File: src/rtl/inst_encoder_loader_if.sv
// inst_encoder_loader_if: field-bundle input handshake and instruction-memory write port
interface inst_encoder_loader_if #(
    parameter int ADDR_W = 10
);
    logic              in_valid;
    logic              in_ready;
    logic [1:0]        fmt;
    logic [5:0]        op;
    logic [5:0]        funct;
    logic [4:0]        rs;
    logic [4:0]        rt;
    logic [4:0]        rd;
    logic [4:0]        shamt;
    logic [15:0]       add_imm;
    logic [25:0]       j_add;
    logic              load_addr;
    logic [ADDR_W-1:0] start_addr;
    logic              mem_we;
    logic [ADDR_W-1:0] mem_addr;
    logic [31:0]       mem_wdata;
    logic              mem_ack;
    logic              busy;
    logic [15:0]       words_written;
    logic              err;

    modport master (
        output in_valid, fmt, op, funct, rs, rt, rd, shamt, add_imm, j_add,
        output load_addr, start_addr, mem_ack,
        input  in_ready, mem_we, mem_addr, mem_wdata, busy, words_written, err
    );

    modport slave (
        input  in_valid, fmt, op, funct, rs, rt, rd, shamt, add_imm, j_add,
        input  load_addr, start_addr, mem_ack,
        output in_ready, mem_we, mem_addr, mem_wdata, busy, words_written, err
    );
endinterface

File: src/rtl/inst_encoder_loader.sv
// inst_encoder_loader: packs decoded fields into instruction words and streams them into instruction memory through a small FIFO
module inst_encoder_loader #(
    parameter int ADDR_W = 10,
    parameter int DEPTH  = 4
) (
    input logic                 clk,
    input logic                 rst_n,
    inst_encoder_loader_if.slave bus
);
    localparam int PW = $clog2(DEPTH);

    typedef enum logic {S_IDLE, S_WRITE} state_t;

    state_t            r_state;
    state_t            w_state_nxt;
    logic [31:0]       r_fifo [DEPTH];
    logic [PW-1:0]     r_head;
    logic [PW-1:0]     r_tail;
    logic [PW:0]       r_count;
    logic [ADDR_W-1:0] r_wptr;
    logic [15:0]       r_words;
    logic              r_err;
    logic [31:0]       w_word;
    logic              w_full;
    logic              w_empty;
    logic              w_accept;
    logic              w_illegal;
    logic              w_push;
    logic              w_pop;
    logic              w_mem_we;
    logic              w_load_ok;
    logic              w_load_bad;

    assign w_full     = r_count == (PW+1)'(DEPTH);
    assign w_empty    = r_count == '0;
    assign w_accept   = bus.in_valid && !w_full;
    assign w_illegal  = w_accept && bus.fmt == 2'b11;
    assign w_push     = w_accept && bus.fmt != 2'b11;
    assign w_mem_we   = r_state == S_WRITE;
    assign w_pop      = w_mem_we && bus.mem_ack;
    assign w_load_ok  = bus.load_addr && r_state == S_IDLE && w_empty && !w_push;
    assign w_load_bad = bus.load_addr && !w_load_ok;

    // Field packing in the decoder's layout; fmt 11 falls through to J but is never pushed
    always_comb begin
        w_word = bus.fmt == 2'b00 ? {bus.op, bus.rd, bus.rt, bus.rs, bus.shamt, bus.funct} :
                 bus.fmt == 2'b01 ? {bus.op, bus.rd, bus.rt, bus.add_imm} :
                                    {bus.op, bus.j_add};
    end

    // FIFO storage needs no reset: occupancy tracking decides what is valid
    always_ff @(posedge clk) begin
        if (w_push)
            r_fifo[r_tail] <= w_word;
    end

    // FIFO pointers and occupancy; push and pop together leave occupancy unchanged
    always_ff @(posedge clk or negedge rst_n) begin
        if (!rst_n) begin
            r_head  <= '0;
            r_tail  <= '0;
            r_count <= '0;
        end else begin
            if (w_push)
                r_tail <= r_tail + 1'b1;
            if (w_pop)
                r_head <= r_head + 1'b1;
            if (w_push && !w_pop)
                r_count <= r_count + 1'b1;
            else if (!w_push && w_pop)
                r_count <= r_count - 1'b1;
        end
    end

    // Drain FSM state register
    always_ff @(posedge clk or negedge rst_n) begin
        if (!rst_n)
            r_state <= S_IDLE;
        else
            r_state <= w_state_nxt;
    end

    // Enter WRITE on the accepting edge so the first word is presented one cycle after acceptance
    always_comb begin
        w_state_nxt = r_state;
        if (r_state == S_IDLE)
            w_state_nxt = (!w_empty || w_push) ? S_WRITE : S_IDLE;
        else
            w_state_nxt = (w_pop && r_count == (PW+1)'(1) && !w_push) ? S_IDLE : S_WRITE;
    end

    // Write pointer, completed-write counter and sticky error flag
    always_ff @(posedge clk or negedge rst_n) begin
        if (!rst_n) begin
            r_wptr  <= '0;
            r_words <= '0;
            r_err   <= 1'b0;
        end else begin
            if (w_load_ok)
                r_wptr <= bus.start_addr;
            else if (w_pop)
                r_wptr <= r_wptr + 1'b1;
            if (w_pop)
                r_words <= r_words + 16'd1;
            if (w_illegal || w_load_bad)
                r_err <= 1'b1;
        end
    end

    assign bus.in_ready      = !w_full;
    assign bus.mem_we        = w_mem_we;
    assign bus.mem_addr      = r_wptr;
    assign bus.mem_wdata     = w_mem_we ? r_fifo[r_head] : 32'd0;
    assign bus.busy          = !w_empty || w_mem_we;
    assign bus.words_written = r_words;
    assign bus.err           = r_err;
endmodule

File: src/flat_wrapper.sv
// flat-port wrapper written by rule: the top's interface ports become plain ports
module inst_encoder_loader_flat 
#(
    parameter int ADDR_W = 10,
    parameter int DEPTH  = 4
)
  (clk, rst_n, bus_in_valid, bus_fmt, bus_op, bus_funct, bus_rs, bus_rt, bus_rd, bus_shamt, bus_add_imm, bus_j_add, bus_load_addr, bus_start_addr, bus_mem_ack, bus_in_ready, bus_mem_we, bus_mem_addr, bus_mem_wdata, bus_busy, bus_words_written, bus_err);
  inst_encoder_loader_if #(.ADDR_W(ADDR_W)) bus_i ();
  input logic clk;
  input logic rst_n;
  input wire logic [$bits(bus_i.in_valid)-1:0] bus_in_valid;
  input wire logic [$bits(bus_i.fmt)-1:0] bus_fmt;
  input wire logic [$bits(bus_i.op)-1:0] bus_op;
  input wire logic [$bits(bus_i.funct)-1:0] bus_funct;
  input wire logic [$bits(bus_i.rs)-1:0] bus_rs;
  input wire logic [$bits(bus_i.rt)-1:0] bus_rt;
  input wire logic [$bits(bus_i.rd)-1:0] bus_rd;
  input wire logic [$bits(bus_i.shamt)-1:0] bus_shamt;
  input wire logic [$bits(bus_i.add_imm)-1:0] bus_add_imm;
  input wire logic [$bits(bus_i.j_add)-1:0] bus_j_add;
  input wire logic [$bits(bus_i.load_addr)-1:0] bus_load_addr;
  input wire logic [$bits(bus_i.start_addr)-1:0] bus_start_addr;
  input wire logic [$bits(bus_i.mem_ack)-1:0] bus_mem_ack;
  output wire logic [$bits(bus_i.in_ready)-1:0] bus_in_ready;
  output wire logic [$bits(bus_i.mem_we)-1:0] bus_mem_we;
  output wire logic [$bits(bus_i.mem_addr)-1:0] bus_mem_addr;
  output wire logic [$bits(bus_i.mem_wdata)-1:0] bus_mem_wdata;
  output wire logic [$bits(bus_i.busy)-1:0] bus_busy;
  output wire logic [$bits(bus_i.words_written)-1:0] bus_words_written;
  output wire logic [$bits(bus_i.err)-1:0] bus_err;
  assign bus_i.in_valid = bus_in_valid;
  assign bus_i.fmt = bus_fmt;
  assign bus_i.op = bus_op;
  assign bus_i.funct = bus_funct;
  assign bus_i.rs = bus_rs;
  assign bus_i.rt = bus_rt;
  assign bus_i.rd = bus_rd;
  assign bus_i.shamt = bus_shamt;
  assign bus_i.add_imm = bus_add_imm;
  assign bus_i.j_add = bus_j_add;
  assign bus_i.load_addr = bus_load_addr;
  assign bus_i.start_addr = bus_start_addr;
  assign bus_i.mem_ack = bus_mem_ack;
  assign bus_in_ready = bus_i.in_ready;
  assign bus_mem_we = bus_i.mem_we;
  assign bus_mem_addr = bus_i.mem_addr;
  assign bus_mem_wdata = bus_i.mem_wdata;
  assign bus_busy = bus_i.busy;
  assign bus_words_written = bus_i.words_written;
  assign bus_err = bus_i.err;
  inst_encoder_loader #(.ADDR_W(ADDR_W), .DEPTH(DEPTH)) u_core (.clk(clk), .rst_n(rst_n), .bus(bus_i));
endmodule
File: config.mk
export PLATFORM = sky130hd
export DESIGN_NAME = inst_encoder_loader_flat
export DESIGN_NICKNAME = d
export VERILOG_FILES = /design/src/rtl/inst_encoder_loader_if.sv /design/src/rtl/inst_encoder_loader.sv /design/src/flat_wrapper.sv
export SDC_FILE = /design/constraint.sdc
export NUM_CORES = 1
export LEC_CHECK = 0
export BUFFER_PORTS_ARGS = -buffer_cell sky130_fd_sc_hd__buf_2
export CAP_MARGIN = 15
export CORE_MARGIN = 4
export CORE_UTILIZATION = 54
export CTS_CLUSTER_DIAMETER = 80
export CTS_CLUSTER_SIZE = 24
export DETAILED_ROUTE_END_ITERATION = 7
export GPL_TIMING_DRIVEN = 0
export HOLD_SLACK_MARGIN = 0.15
export PLACE_DENSITY = 0.82
export SLEW_MARGIN = 10
export SYNTH_ARGS = -nofsm -noshare
export SYNTH_HDL_FRONTEND = slang
export SYNTH_SLANG_ARGS = --single-unit
File: constraint.sdc
create_clock -name clk -period 3 [get_ports clk]
set_input_delay 0.6 -clock clk [delete_from_list [all_inputs] [get_ports clk]]
set_output_delay 0.6 -clock clk [all_outputs]
set_load 0.01 [all_outputs]
==> results of run 1 <==
## worst max-delay path, delay by kind of cell (launching register included)
family,cells,cell delay [ns]
buf+inv,3,0.78
flops,1,0.34
mux,1,0.36
simple gates,1,0.19
## worst min-delay path by stage
stage | end | slack (ns) | cells after the start
2_1_floorplan | u_core.bus.err$_DFFE_PN0P_ | 0.30 | 0
5_1_grt | u_core.bus.words_written[11]$_DFFE_PN0P_ | 0.32 | 1
3_5_place_dp | u_core.bus.err$_DFFE_PN0P_ | 0.47 | 1
3_3_place_gp | u_core.bus.err$_DFFE_PN0P_ | 0.45 | 1
6_report | u_core.bus.words_written[12]$_DFFE_PN0P_ | 0.27 | 1
4_1_cts | u_core.bus.words_written[12]$_DFFE_PN0P_ | 0.27 | 1
## area by class of cell
type                    instances  area [µm²]
fillers                       893        3970
clock buffers                  17         425
repair buffers                154         831
multi-input cells             246        2210
clock inverters                15         181
well taps                     172         215
inverters                       8        30.0
flip-flops and latches        163        4720
plain buffers                  23         135
## per-layer routing
| layer | vias up | part of all wire (%) |
|---|---|---|
| li1 | 2012 | - |
| met5 | - | 0 |
| met4 | 0 | 1.6 |
| met1 | 2153 | 41 |
| met2 | 149 | 52 |
| met3 | 17 | 5.9 |
## per-stage QoR
stage	setup TNS [ns]	worst slack (ns)	std cells	hold slack (ns)	power, W
after global placement	-31.72	-0.252	762	0.450	0.00566
after global routing	0	0.185	798	0.316	0.00836
after CTS	0	0.255	798	0.274	0.00800
after floorplan	0	0.521	440	0.304	0.00483
after detailed placement	0	0.536	766	0.469	0.00580
final	0	0.306	798	0.268	0.00791
## sequential cells by signal (all words and copies together) (netlist names)
signal,flops
u_core.bus.err,1
u_core.bus.mem_addr,10
u_core.bus.mem_we,1
u_core.bus.words_written,16
u_core.r_count,3
u_core.r_fifo,128
u_core.r_head,2
u_core.r_tail,2
## cell families after synthesis
logic type | after synthesis | share of synthesized area [%]
compound gates | 35 | 2.72
simple gates | 112 | 8.73
mux | 59 | 14.1
flops | 163 | 66.5
xor+xnor | 29 | 3.58
fa+ha+maj | 11 | 1.94
buf+inv | 31 | 2.33
## cell usage after synthesis (all sizes together), types with 2 or more instances
master / n / area [µm²]
clkbuf: 9 / 33.8
buf: 14 / 101
nor3: 7 / 50.1
edfxtp: 128 / 3840
and4: 4 / 35.0
mux4: 32 / 721
nor2: 8 / 30.0
o21ai: 18 / 90.1
ha: 11 / 138
mux2: 10 / 113
a21oi: 11 / 58.8
and2: 37 / 231
inv: 8 / 30.0
xor2: 12 / 105
nand2: 33 / 124
mux2i: 17 / 170
a31oi: 2 / 12.5
nand4: 7 / 50.1
xnor2: 17 / 149
nand3: 7 / 35.0
dfrtp: 35 / 876
and3: 3 / 18.8
## power by group through the flow
stage	combinational [W]	sequential, W	clock [W]
3_3_place_gp	0.00251	0.00315	0
6_report	0.00260	0.00313	0.00218
2_1_floorplan	0.00166	0.00317	0
4_1_cts	0.00265	0.00313	0.00222
5_1_grt	0.00286	0.00317	0.00233
3_5_place_dp	0.00263	0.00317	0
==> flow_summary.yaml, run 1 <==
critical_path:
  start_kind: "flip-flop"
  end_kind: "output pin"
  worstSetupStartpoint: "u_core.r_head[1]$_DFFE_PN0P_"
  ff2ff_setup_slack_ns: 0.88
  worstSetupPathType: "reg -> out"
  critPathSlowestCell: "mux4_2"
  cpMostUsedCell: "buf_2"
  r2r_end: "u_core.r_fifo[0][11]$_DFFE_PP_"
  r2r-start: "u_core.r_count[0]$_DFFE_PN0P_"
  path_cells: "clkbuf_1, buf_2, mux4_2, and2_1, buf_2"
  worstPathMaxFanout: 10
  arrival_ns: 2.09
  r2r_cells: 5
  cp.required_ns: 2.40
  crit_end: "bus_mem_wdata[10]"
  max_stage_delay_ns: 0.36
cells_and_area:
  fin_util_pct: 68.8
  mostFrequentLayoutCells: "159 x buf_2, 128 x edfxtp_1, 35 x dfrtp_1, 33 x nand2_1, 33 x and2_1"
  layout.cells.most_common: "buf_2"
  design_area_mm2: 0.00875
  area_delta_synth_final_pct: 23.4
  num-nets-final: 715
  n_antenna_cell: 0
  drive_above_1_share_pct: 40.4
min_path:
  hp-class: "in -> async"
clock_tree:
  clock-sinks: 163
  post_cts_buffers: 0
  clock_latency_ns: 0.42
  clock-root-buffer: "clkbuf_16"
  path_clk_slew_ns: 0.06
  cts-buffers-inserted: 17
  h-tree-depth: 4
  tritoncts: "done"
  cts_resized: 0
  hold_buffers: 0
  clockBufferDepth: 2
routing:
  drt-vias-per-instance: 5.43
  drtPass1Iterations: 4
  ant_nets: 0
  drt_wl_total_um: 14700
  routedWlPerCell_um: 18.4
  drcViolationCount: 0
  vias: 4331
  drtIter0Drc: 260
global_route:
  overflow: 0
  grt_pass1_wl_um: 22900
  grt_use_met2_pct: 36.2
  grt_max_degree: 36
  grtUsageMet1_pct: 25.3
  grt.busiest_layer: "met2"
  track_usage_pct: 20.7
  grt_pass1_vias: 4533
  antenna_found_initial: 0
  use_met3_pct: 5.35
power:
  clockPowerShare_pct: 27.6
  switching_share_pct: 30.7
  intPower_w: 0.00548
  p_per_area_mw_per_mm2: 903
  vdd_drop_max_mv: 0.546
  p_switching_w: 0.00243
  p_seq_share_pct: 39.6
  pwr-share-comb_pct: 32.9
  p_leak_nw: 3.46
synth:
  synth_cell_type_count: 37
  synth.avg_cell_area_um2: 16.1
  synth_edf_count: 128
  synth_nets: 542
  synth_seq_cells: 163
  yosysSeqAreaShare_pct: 66.5
  async_reset_ff_share_pct: 21.5
  synth_warnings: 0
  netlist_instances: 440
  netlist_area_mm2: 0.00709
  synth_ff_type: "edfxtp_1"
run:
  maxCapViolCount: 0
timing:
  slew_headroom_pct: 46.4
  drv_slew: 0
  period_share_pct: 89.8
  min_period_ns: 2.69
  hold_viol_final: 0
  max_freq_mhz: 371
  finalSetupViolCount: 0
  rsz0062_at_grt: "false"
  fin_skew_ns: 0.00628
  tightestPinTransition_ns: 0.803
floorplanning:
  start_util_pct: 55.7
  die_y_um: 123
  die_area_mm2: 0.0150
  coreArea_mm2: 0.0127
  die_x_um: 123
  ios: 153
  rows: 41
placement:
  place.gp.congestion: 0.803
  placed_area_mm2: 0.00814
  port_buffers: 150
  hpwl_um: 10100
status:
  status: "complete, no violations"
Power figures use the tool's default switching activity.
==> run 2, diff against run 1 <==
--- a/config.mk
+++ b/config.mk
@@ -8,13 +8,13 @@
 export BUFFER_PORTS_ARGS = -buffer_cell sky130_fd_sc_hd__buf_2
 export CAP_MARGIN = 15
 export CORE_MARGIN = 4
-export CORE_UTILIZATION = 54
+export CORE_UTILIZATION = 25
 export CTS_CLUSTER_DIAMETER = 80
 export CTS_CLUSTER_SIZE = 24
 export DETAILED_ROUTE_END_ITERATION = 7
 export GPL_TIMING_DRIVEN = 0
 export HOLD_SLACK_MARGIN = 0.15
-export PLACE_DENSITY = 0.82
+export PLACE_DENSITY_LB_ADDON = 0.12
 export SLEW_MARGIN = 10
 export SYNTH_ARGS = -nofsm -noshare
 export SYNTH_HDL_FRONTEND = slang
==> run 2 against run 1 <==
Effect of this change:
- highest routed layer unchanged
- maximum frequency fell by 1.2%
- wire length rose by 21%
- largest power group unchanged
- critical endpoint is now bus_mem_wdata[23]
- total power rose by 0.12%
==> flow_summary.yaml, run 2 (synthesis results as in run 1) <==
critical_path:
  worstSetupPathType: "reg -> out"
  end_kind: "output pin"
  cp.required_ns: 2.40
  worstPathMaxFanout: 10
  arrival_ns: 2.13
  start_kind: "flip-flop"
routing:
  routedLengthMet1_um: 7460
  met2WireLength_um: 9310
  top_layer: "met4"
  vias: 4268
  drt-vias-per-instance: 4.26
  routedWlPerCell_um: 17.7
  drt_wl_total_um: 17700
  wl_met3_um: 629
  drtPass1Iterations: 4
  drcViolationCount: 0
  ant_nets: 0
  drtIter0Drc: 229
cells_and_area:
  mostFrequentLayoutCells: "159 x buf_2, 128 x edfxtp_1, 35 x dfrtp_1, 33 x nand2_1, 33 x and2_1"
  layout.cells.most_common: "buf_2"
  drive_above_1_share_pct: 40.6
  n_antenna_cell: 0
  top_register: "u_core.r_fifo"
  largest_reg_flops: 128
  num-fill-cells: 2761
  area_delta_synth_final_pct: 26.7
  num-nets-final: 715
clock_tree:
  hold_buffers: 0
  clock-root-buffer: "clkbuf_16"
  cts-buffers-inserted: 17
  clock-sinks: 163
  clock_latency_ns: 0.42
  post_cts_buffers: 0
  h-tree-depth: 4
  tritoncts: "done"
  clockBufferDepth: 2
  cts_resized: 0
  path_clk_slew_ns: 0.07
min_path:
  hp-class: "in -> async"
timing:
  tightestPinTransition_ns: 0.818
  finalSetupViolCount: 0
  fin_skew_ns: 0.00984
  hold_viol_final: 0
  whs_ns: 0.268
  drv_slew: 0
  rsz0062_at_grt: "false"
  period_share_pct: 90.9
  max_freq_mhz: 367
  min_period_ns: 2.73
  slew_headroom_pct: 45.5
  fin_tns_setup_ns: 0
global_route:
  overflow: 0
  antenna_found_initial: 0
  grt_pass1_vias: 4754
  grt_pass1_wl_um: 27300
  grt_max_degree: 36
  track_usage_pct: 11.6
power:
  p_seq_share_pct: 39.4
  p_per_area_mw_per_mm2: 881
  p_leak_nw: 3.46
  intPower_w: 0.00540
  pwr-share-comb_pct: 33.5
  vdd_drop_max_mv: 0.396
  p_switching_w: 0.00252
  switching_share_pct: 31.8
  power_w: 0.00791
  clockPowerShare_pct: 27.1
run:
  maxCapViolCount: 0
floorplanning:
  start_util_pct: 25.5
  die_y_um: 176
  die_x_um: 176
  ios: 153
  rows: 61
  coreArea_mm2: 0.0279
  die_area_mm2: 0.0311
placement:
  port_buffers: 150
  hpwl_um: 12400
  place.gp.congestion: 0.722
status:
  status: "complete, no violations"
==> run 2: metal layers <==
layer  vias up  GRT usage [%]
met2        82           20.4
met4         0           3.51
met1      2157           14.3
li1       2003              -
met3        26           2.68
met5         -              0
==> run 2: worst paths after layout <==
path                                                                 end  cells past startpoint  slack (ns)                                     start
max in group asynchronous             u_core.bus.mem_addr[0]$_DFFE_PN0P_                      1        2.21                                     rst_n
worst max register to register            u_core.r_fifo[2][21]$_DFFE_PP_                      5        0.78             u_core.r_count[0]$_DFFE_PN0P_
worst min-delay path                  u_core.bus.mem_addr[8]$_DFFE_PN0P_                      1        0.27                                     rst_n
min in group clk                          u_core.r_fifo[3][27]$_DFFE_PP_                      1        0.39                                 bus_op[1]
worst min register to register  u_core.bus.words_written[15]$_DFFE_PN0P_                      1        0.47  u_core.bus.words_written[15]$_DFFE_PN0P_
worst max-delay path                                   bus_mem_wdata[23]                      5        0.27              u_core.r_head[1]$_DFFE_PN0P_
==> run 2: area by class of cell <==
type | count | area [µm²] | share of cell area, %
Tap cell | 378 | 473 | 5.26
Clock inverter | 14 | 150 | 1.67
Timing Repair Buffer | 154 | 838 | 9.33
Buffer | 23 | 135 | 1.50
Clock buffer | 17 | 425 | 4.74
Multi-Input combinational cell | 246 | 2210 | 24.6
Inverter | 8 | 30.0 | 0.334
Sequential cell | 163 | 4720 | 52.5
==> run 2: critical path: stages, from the launching register on <==
cell and delay, ns:
dfrtp_1 0.32, clkbuf_1 0.31, buf_2 0.39, mux4_2 0.36, and2_1 0.18, buf_2 0.14
==> run 2: per-stage QoR <==
step	std cells	setup WS (ns)	area, µm²	util [%]
floorplan	440	0.521	7090	-
global placement	968	-0.608	8320	29.8
detailed placement	972	0.277	8410	30.2
CTS	1003	0.207	8980	32.2
global route	1003	0.152	8980	32.2
finish	1003	0.274	8980	32.2
==> run 2: power by group through the flow <==
| stage | Clock (W) | Combinational [W] | Sequential [W] |
|---|---|---|---|
| after floorplan | 0 | 0.00166 | 0.00317 |
| after global placement | 0 | 0.00267 | 0.00317 |
| after detailed placement | 0 | 0.00275 | 0.00318 |
| after CTS | 0.00222 | 0.00276 | 0.00313 |
| after global routing | 0.00232 | 0.00295 | 0.00316 |
| final | 0.00214 | 0.00265 | 0.00312 |
==> run 3, diff against run 2 <==
--- a/config.mk
+++ b/config.mk
@@ -8,7 +8,7 @@
 export BUFFER_PORTS_ARGS = -buffer_cell sky130_fd_sc_hd__buf_2
 export CAP_MARGIN = 15
 export CORE_MARGIN = 4
-export CORE_UTILIZATION = 25
+export CORE_UTILIZATION = 38
 export CTS_CLUSTER_DIAMETER = 80
 export CTS_CLUSTER_SIZE = 24
 export DETAILED_ROUTE_END_ITERATION = 7
==> constraint.sdc (replaced) <==
create_clock -name clk -period 3 [get_ports clk]
set_input_delay 0.6 -clock clk [delete_from_list [all_inputs] [get_ports clk]]
set_output_delay 0.6 -clock clk [all_outputs]
set_load 0.005 [all_outputs]
==> run 3 against run 2 <==
Effect of this change:
- first-iteration DRC count increased by 3.1%
- hold slack improved by 0.0033 ns
- cell area decreased by 2.1%
- register-to-register slack about the same
- total power decreased by 3.4%
- critical endpoint is now bus_mem_wdata[6]
- highest routed layer unchanged
==> flow_summary.yaml, run 3 (synthesis results as in run 1) <==
floorplanning:
  ios: 153
  die_x_um: 145
  die_area_mm2: 0.0209
  coreArea_mm2: 0.0181
  die_y_um: 145
  rows: 49
  start_util_pct: 39.1
routing:
  vias: 4225
  drt_wl_total_um: 15300
  drtPass1Iterations: 6
  ant_nets: 0
  drcViolationCount: 0
  routedWlPerCell_um: 17.9
  drtIter0Drc: 236
  drt-vias-per-instance: 4.94
timing:
  fin_skew_ns: 0.0115
  max_freq_mhz: 379
  tightestPinTransition_ns: 0.813
  drv_slew: 0
  period_share_pct: 88.0
  whs_ns: 0.271
  finalSetupViolCount: 0
  min_period_ns: 2.64
  rsz0062_at_grt: "false"
  slew_headroom_pct: 45.8
  hold_viol_final: 0
clock_tree:
  clockBufferDepth: 2
  cts-buffers-inserted: 17
  clock-sinks: 163
  tritoncts: "done"
  clock_latency_ns: 0.42
  path_clk_slew_ns: 0.06
  clock-root-buffer: "clkbuf_16"
  h-tree-depth: 4
  post_cts_buffers: 0
  cts_resized: 0
  hold_buffers: 0
critical_path:
  worstPathMaxFanout: 10
  arrival_ns: 2.04
  ff2ff_setup_slack_ns: 0.78
  r2r_cells: 5
  start_kind: "flip-flop"
  r2r_end: "u_core.r_fifo[1][16]$_DFFE_PP_"
  worstSetupStartpoint: "u_core.r_head[1]$_DFFE_PN0P_"
  end_kind: "output pin"
  r2r-start: "u_core.r_count[0]$_DFFE_PN0P_"
  worstSetupPathType: "reg -> out"
  crit_end: "bus_mem_wdata[6]"
  cp.required_ns: 2.40
cells_and_area:
  n_antenna_cell: 0
  area_delta_synth_final_pct: 24.1
  largest_reg_flops: 128
  top_register: "u_core.r_fifo"
  design_area_mm2: 0.00880
  drive_above_1_share_pct: 40.4
  mostFrequentLayoutCells: "159 x buf_2, 128 x edfxtp_1, 35 x dfrtp_1, 33 x nand2_1, 33 x and2_1"
  fin_util_pct: 48.5
  layout.cells.most_common: "buf_2"
  num-nets-final: 715
global_route:
  grt_max_degree: 36
  overflow: 0
  antenna_found_initial: 0
  grt_pass1_wl_um: 23600
  track_usage_pct: 15.2
  grt_pass1_vias: 4489
placement:
  place.gp.congestion: 0.750
  hpwl_um: 10600
  port_buffers: 150
  placed_area_mm2: 0.00822
power:
  p_leak_nw: 3.47
  p_per_area_mw_per_mm2: 869
  vdd_drop_max_mv: 0.451
min_path:
  hp-class: "in -> async"
status:
  status: "complete, no violations"
run:
  maxCapViolCount: 0
==> run 3: stage by stage <==
step	worst slack [ns]	cells	total power, W	setup TNS, ns
after floorplan	0.521	440	0.00466	0
after global placement	-0.477	819	0.00558	-58.59
after detailed placement	0.336	823	0.00567	0
after CTS	0.291	855	0.00780	0
after global routing	0.229	855	0.00813	0
final	0.361	855	0.00764	0
==> run 3: how the worst min path moves through the flow <==
stage                               start                                  endpoint  slack (ns)  cells past startpoint
2_1_floorplan                       rst_n                u_core.bus.err$_DFFE_PN0P_        0.30                      0
3_3_place_gp   u_core.bus.err$_DFFE_PN0P_                u_core.bus.err$_DFFE_PN0P_        0.45                      1
3_5_place_dp   u_core.bus.err$_DFFE_PN0P_                u_core.bus.err$_DFFE_PN0P_        0.45                      1
4_1_cts                             rst_n  u_core.bus.words_written[13]$_DFFE_PN0P_        0.29                      1
5_1_grt                             rst_n  u_core.bus.words_written[13]$_DFFE_PN0P_        0.34                      1
6_report                            rst_n  u_core.bus.words_written[13]$_DFFE_PN0P_        0.27                      1
==> run 3: cell type report <==
cell class	count	area (µm²)
buffer	23	135
clock buffer	17	425
clock inverter	15	151
fill	1632	9350
inverter	8	30.0
multi-input combinational	246	2210
sequential	163	4720
tap	229	287
timing repair buffer	154	838
==> run 3: report_power, final <==
group / leakage, nW / switching [W] / total, W / internal (W)
combinational: 1.57 / 0.00118 / 0.00243 / 0.00125
sequential: 1.61 / 0.000206 / 0.00311 / 0.00290
clock: 0.284 / 0.000872 / 0.00210 / 0.00123
total: 3.47 / 0.00226 / 0.00764 / 0.00539
==> run 3: per-layer routing <==
layer / track usage [%] / share of wire [%] / vias to the layer above
met3: 3.77 / 4.7 / 17
met1: 18.0 / 41 / 2077
met4: 5.30 / 1.9 / 0
met2: 26.9 / 52 / 119
li1: - / - / 2012
met5: 0 / 0 / -
==> run 3: worst max-delay path: stages, from the launching register on <==
cell      delay, ns
dfrtp_1        0.32
clkbuf_1       0.27
buf_2          0.35
mux4_2         0.33
and2_1         0.20
buf_2          0.13
